[src/rtl/pc_fetch_ctrl_pkg.sv]
// ============================================================================
//  Module   : pc_fetch_ctrl_pkg
//  Brief    : Shared state encodings and reset PC for the fetch controller.
//  Revision : 1.0 - initial release
// ============================================================================
`default_nettype none

package pc_fetch_ctrl_pkg;

    typedef logic [2:0] fsm_state_t;

    localparam fsm_state_t FSM_RESET_WAIT = 3'd0;
    localparam fsm_state_t FSM_FETCH      = 3'd1;
    localparam fsm_state_t FSM_ISSUE      = 3'd2;
    localparam fsm_state_t FSM_WAIT_NPC   = 3'd3;
    localparam fsm_state_t FSM_HALT       = 3'd4;

    // Word address 0x0C00 == byte address 0x0000_3000
    localparam logic [29:0] c_reset_pc_default = 30'h0000_0C00;

endpackage

`default_nettype wire

[src/rtl/pc_perf_counters.sv]
// ============================================================================
//  Module   : pc_perf_counters
//  Brief    : Retired-instruction and fetch-stall counters (wrap at 2^32).
//  Revision : 1.0 - initial release
// ============================================================================
`default_nettype none

module pc_perf_counters (
    input  logic        clk,
    input  logic        rst,
    input  logic        retire_inc,
    input  logic        stall_inc,
    output logic [31:0] retired_cnt,
    output logic [31:0] stall_cnt
);

    logic [31:0] r_retired_cnt;
    logic [31:0] r_stall_cnt;

    always_ff @(posedge clk) begin
        if (rst) begin
            r_retired_cnt <= 32'd0;
            r_stall_cnt   <= 32'd0;
        end else begin
            if (retire_inc) r_retired_cnt <= r_retired_cnt + 32'd1;
            if (stall_inc)  r_stall_cnt   <= r_stall_cnt + 32'd1;
        end
    end

    assign retired_cnt = r_retired_cnt;
    assign stall_cnt   = r_stall_cnt;

endmodule

`default_nettype wire

[src/rtl/pc_fetch_ctrl.sv]
// ============================================================================
//  Module   : pc_fetch_ctrl
//  Brief    : Fetch sequencer owning the architectural PC; fetch -> issue ->
//             wait for next-PC. Optional counters under PC_FETCH_CTRL_PERF_EN.
//  Revision : 1.0 - initial release
// ============================================================================
`default_nettype none

module pc_fetch_ctrl
    import pc_fetch_ctrl_pkg::*;
#(
    parameter logic [29:0] RESET_PC           = c_reset_pc_default,
    parameter bit          HALT_ON_ZERO_INSTR = 1'b1
) (
    input  logic        clk,
    input  logic        rst,
    output logic        imem_req,
    output logic [29:0] imem_addr,
    input  logic        imem_ack,
    input  logic [31:0] imem_rdata,
    output logic        instr_valid,
    input  logic        instr_ready,
    output logic [31:0] instr,
    output logic [29:0] instr_pc,
    input  logic        npc_valid,
    input  logic [29:0] npc,
    input  logic        halt_req,
    output logic        halted,
    output logic [29:0] pc
`ifdef PC_FETCH_CTRL_PERF_EN
    ,
    output logic [31:0] retired_cnt,
    output logic [31:0] stall_cnt
`endif
);

    fsm_state_t  r_state;
    fsm_state_t  w_state_nxt;
    logic [29:0] r_pc;
    logic [31:0] r_instr;
    logic [29:0] r_instr_pc;
    logic        r_instr_valid;
    logic        r_halt_sticky;
    logic        w_fetch_ack;
    logic        w_npc_take;
    logic        w_zero_halt;

    assign w_fetch_ack = (r_state == FSM_FETCH) && imem_ack;
    assign w_npc_take  = (r_state == FSM_WAIT_NPC) && npc_valid;
    // A zero word fetched after a pending halt request stops before execution
    assign w_zero_halt = HALT_ON_ZERO_INSTR && r_halt_sticky && (r_instr == 32'd0);

    always_comb begin
        w_state_nxt = r_state;
        case (r_state)
            FSM_RESET_WAIT: w_state_nxt = FSM_FETCH;
            FSM_FETCH:      if (imem_ack) w_state_nxt = FSM_ISSUE;
            FSM_ISSUE:      if (instr_ready) w_state_nxt = w_zero_halt ? FSM_HALT : FSM_WAIT_NPC;
            FSM_WAIT_NPC:   if (npc_valid) w_state_nxt = (halt_req || r_halt_sticky) ? FSM_HALT : FSM_FETCH;
            FSM_HALT:       w_state_nxt = FSM_HALT;
            default:        w_state_nxt = FSM_RESET_WAIT;
        endcase
    end

    always_ff @(posedge clk) begin
        if (rst) begin
            r_state       <= FSM_RESET_WAIT;
            r_pc          <= RESET_PC;
            r_instr       <= 32'd0;
            r_instr_pc    <= 30'd0;
            r_instr_valid <= 1'b0;
            r_halt_sticky <= 1'b0;
        end else begin
            r_state <= w_state_nxt;
            if (halt_req) r_halt_sticky <= 1'b1;
            if (w_fetch_ack) begin
                r_instr       <= imem_rdata;
                r_instr_pc    <= r_pc;
                r_instr_valid <= 1'b1;
            end
            if (w_npc_take) begin
                r_pc          <= npc;
                r_instr_valid <= 1'b0;
            end
            if (w_state_nxt == FSM_HALT) r_instr_valid <= 1'b0;
        end
    end

    assign imem_req    = (r_state == FSM_FETCH);
    assign imem_addr   = r_pc;
    assign instr_valid = r_instr_valid;
    assign instr       = r_instr;
    assign instr_pc    = r_instr_pc;
    assign halted      = (r_state == FSM_HALT);
    assign pc          = r_pc;

`ifdef PC_FETCH_CTRL_PERF_EN
    pc_perf_counters u_perf (
        .clk         (clk),
        .rst         (rst),
        .retire_inc  (w_npc_take),
        .stall_inc   ((r_state == FSM_FETCH) && !imem_ack),
        .retired_cnt (retired_cnt),
        .stall_cnt   (stall_cnt)
    );
`endif

endmodule

`default_nettype wire

[config.mk]
export PLATFORM = sky130hd
export DESIGN_NAME = pc_fetch_ctrl
export DESIGN_NICKNAME = d
export VERILOG_FILES = /design/src/rtl/pc_fetch_ctrl_pkg.sv /design/src/rtl/pc_perf_counters.sv /design/src/rtl/pc_fetch_ctrl.sv
export SDC_FILE = /design/constraint.sdc
export NUM_CORES = 1
export LEC_CHECK = 0
export ABC_AREA = 0
export BUFFER_PORTS_ARGS = -buffer_cell sky130_fd_sc_hd__buf_2
export CORE_MARGIN = 4
export CORE_UTILIZATION = 40
export CTS_BUF_LIST = sky130_fd_sc_hd__clkbuf_16
export CTS_CLUSTER_SIZE = 10
export DETAILED_ROUTE_END_ITERATION = 10
export PLACE_DENSITY = 0.86
export SLEW_MARGIN = 10
export SYNTH_ARGS = -nofsm -noshare
export SYNTH_HDL_FRONTEND = slang
export SYNTH_SLANG_ARGS = --single-unit
[constraint.sdc]
create_clock -name clk -period 1.35 [get_ports clk]
set_input_delay 0.27 -clock clk [delete_from_list [all_inputs] [get_ports clk]]
set_output_delay 0.27 -clock clk [all_outputs]
set_load 0.02 [all_outputs]
==> qor.txt <==
Die area -> 0.0112 mm2
Count leader, synth -> nand2_1
WP buf/inv -> 3
Final HPWL from detailed placement -> 7920 um
Layout cells sized above 1 -> 0.708
Worst path arrival time -> 1.70 ns
Startpoint Class -> register
Clock latency on the worst-skew pair -> 0.33 ns
DR iter-0 viols -> 173
Seq/Total Area, Yosys -> 0.506
Crit path cell chain -> buf_12, nor3b_4, buf_6, nand2_8, clkbuf_16, nand2_4, a21oi_2
Post-synth top cells -> 187 x nand2_1, 97 x dfxtp_1, 92 x a21oi_1
Crit path kind -> register to register
Post-synth EDFFs -> 0
Status -> finished with violations
Sum of negative setup slack -> -8.75 ns
Main synth FF type -> dfxtp_1
Num rows -> 35
Tot GR Track Use -> 0.211
Fmax -> 663 MHz
Via density -> 5.20
Worst-path fanout max -> 8
Fin Clk Skew -> 0.00973 ns
Maximum VDD drop -> 0.000765 V
Inst Count DP -> 763
Async set or reset register ratio after synthesis -> 0
Routed len/inst -> 18.7 um
Cell taking the most area after synthesis -> dfxtp_1
Final design area excluding fillers -> 0.00682 mm2
Required @ worst endpoint -> 1.54 ns
CTS tree -> yes
Tmin final -> 1.51 ns
Ant diodes -> 0
Total grt overflow -> 0
# setup viols final -> 97
H-tree Lvls -> 3
Chip height -> 106 um
Synthesized Nets -> 552
Synth warn -> 0
Area Overhead vs Synth -> 77.7%
Hold_ws -> 0.162 ns
First-pass GRT wire length -> 19300 um
Port buffer count -> 192
Leakage power -> 3.25 nW
Crit share post-route -> 1.12
Worst path max stage delay -> 0.37 ns
Nets -> 744
Antenna-violating nets left -> 0
DP Worst Slack -> -0.118 ns
Power Dens Cells -> 1190 mW/mm2
Final Util -> 0.734
RD Place Congestion -> 0.787
Post-synth top area share -> 0.506
Core box area -> 0.00928 mm2
Worst Hold Depth -> 3
CTS max path bufs -> 2
Cell class contributing the biggest share of worst-path delay -> buffers and inverters
Worst slew pin tran -> 0.610 ns
Top cells by area, synth -> dfxtp_1 51%, nand2_1 18%, a21oi_1 12%, buf_4 5.9%, buf_6 2.1%
Synth cell types -> 34
DRC viols -> 0
Clock sink total -> 97
Syn Inst Count -> 484
Die width -> 106 um
Final Hold Fails -> 0
HP Start -> npc[11]
Mapped cell area -> 0.00384 mm2
Largest net degree at the start of global routing -> 45
Placed Area -> 0.00482 mm2
Crit-path slowest cell -> dfxtp_4
Total chip power -> 8.08 mW
Crit. End Element -> register
RSZ-0062 raised after global routing -> true
Worst reg2reg path depth -> 7
Max-slew violations -> 0
I/O pin cnt -> 193
Number of global-route vias before repair -> 3992
Reg2reg start -> r_state[1]$_SDFF_PP0_
Final Non-Filler Cells -> 810
Synth Register Bits -> 97
Hold path endpoint -> imem_addr[11]$_SDFFE_PP1P_
Clock buffer count from CTS -> 9
Initial antenna violation count -> 1
Root Driver -> clkbuf_16
Syn Area/Cell -> 7.93 um2
R2r setup slk -> -0.16 ns
Initial Util -> 0.413
Setup slack after layout -> -0.157 ns
HP Class -> primary input to register
WL final -> 15200 um
Violated checks -> negative setup slack
Total number of vias -> 4211
1st-pass router iterations -> 4
Fill count -> 647
Max cap viols -> 0
R2r endpoint -> instr[29]$_SDFFE_PP0P_
Worst-path clk slew -> 0.07 ns
Relative slew slack -> 0.593
-- layout by cell type (no fill, tap or decap), drive strengths merged --
cell and n:
inv 6, nor2 7, nor3 2, dfxtp 97, nand3 1, nor3b 2, nand2b 1, and4b 1
nand2 187, o31ai 1, nor4bb 1, nor4 7, nand4 1, a2111oi 1, clkbuf 16, or2 1
nor2b 1, bufinv 2, o21ai 4, nand4b 1, a31o 1, a21oi 92, and3b 1, clkinv 2
buf 238, nand3b 2, nor4b 1, a31oi 1, a2111o 1, and3 1, o211a 1
-- layer usage --
layer / global-route usage / part of all wire / vias to the layer above
li1: - / - / 1948
met1: 0.232 / 0.36 / 2021
met2: 0.384 / 0.54 / 207
met3: 0.0613 / 0.074 / 33
met4: 0.0805 / 0.022 / 2
met5: 0 / 0.0013 / -
-- area by class of cell --
class                      instances  area, um2  area share
timing repair buffer             245       1830       0.268
clock buffer                       9        225      0.0330
multi-input combinational        320       2520       0.370
sequential                        97       1960       0.288
clock inverter                     7        109      0.0160
inverter                           3       11.3     0.00165
tap                              129        161      0.0237
-- cell families after synthesis --
group,share of synthesized area
AND/OR/NAND/NOR,0.239
flip-flops,0.506
AO/OA/AOI/OAI,0.142
buffers and inverters,0.113
-- flip-flops by register name (all words and copies together) (netlist names) --
name / flops
imem_addr: 30
r_state: 3
instr_pc: 30
r_halt_sticky: 1
instr: 32
instr_valid: 1
-- power by group --
part / total, mW / switching (mW) / internal [mW]
Clock: 2.86 / 1.19 / 1.67
Sequential: 3.15 / 0.162 / 2.99
Combinational: 2.07 / 1.13 / 0.943
-- worst min-delay path: stages --
cell and delay, ns:
buf_2 0.08, nand2_1 0.04, nand3b_1 0.07
-- repair_timing --
action	CTS	global route
pin swaps	26	125
endpoints found under the setup margin	62	98
cloned	7	10
gates resized for setup	73	248
buffers inserted	12	3
hold buffers	0	0
-- worst max-delay path by stage --
| stage | slack (ns) | to | cells past startpoint | startpoint |
|---|---|---|---|---|
| floorplan | -0.007 | r_state[2]$_SDFF_PP0_ | 4 | instr[6]$_SDFFE_PP0P_ |
| global placement | -0.08 | r_state[1]$_SDFF_PP0_ | 4 | instr[26]$_SDFFE_PP0P_ |
| detailed placement | -0.12 | r_state[0]$_SDFF_PP0_ | 5 | r_state[1]$_SDFF_PP0_ |
| CTS | -0.14 | halted | 3 | r_state[1]$_SDFF_PP0_ |
| global route | -0.19 | instr[31]$_SDFFE_PP0P_ | 7 | r_state[1]$_SDFF_PP0_ |
| finish | -0.16 | instr[29]$_SDFFE_PP0P_ | 7 | r_state[1]$_SDFF_PP0_ |
Note: power is estimated with default switching activity, not from simulation.
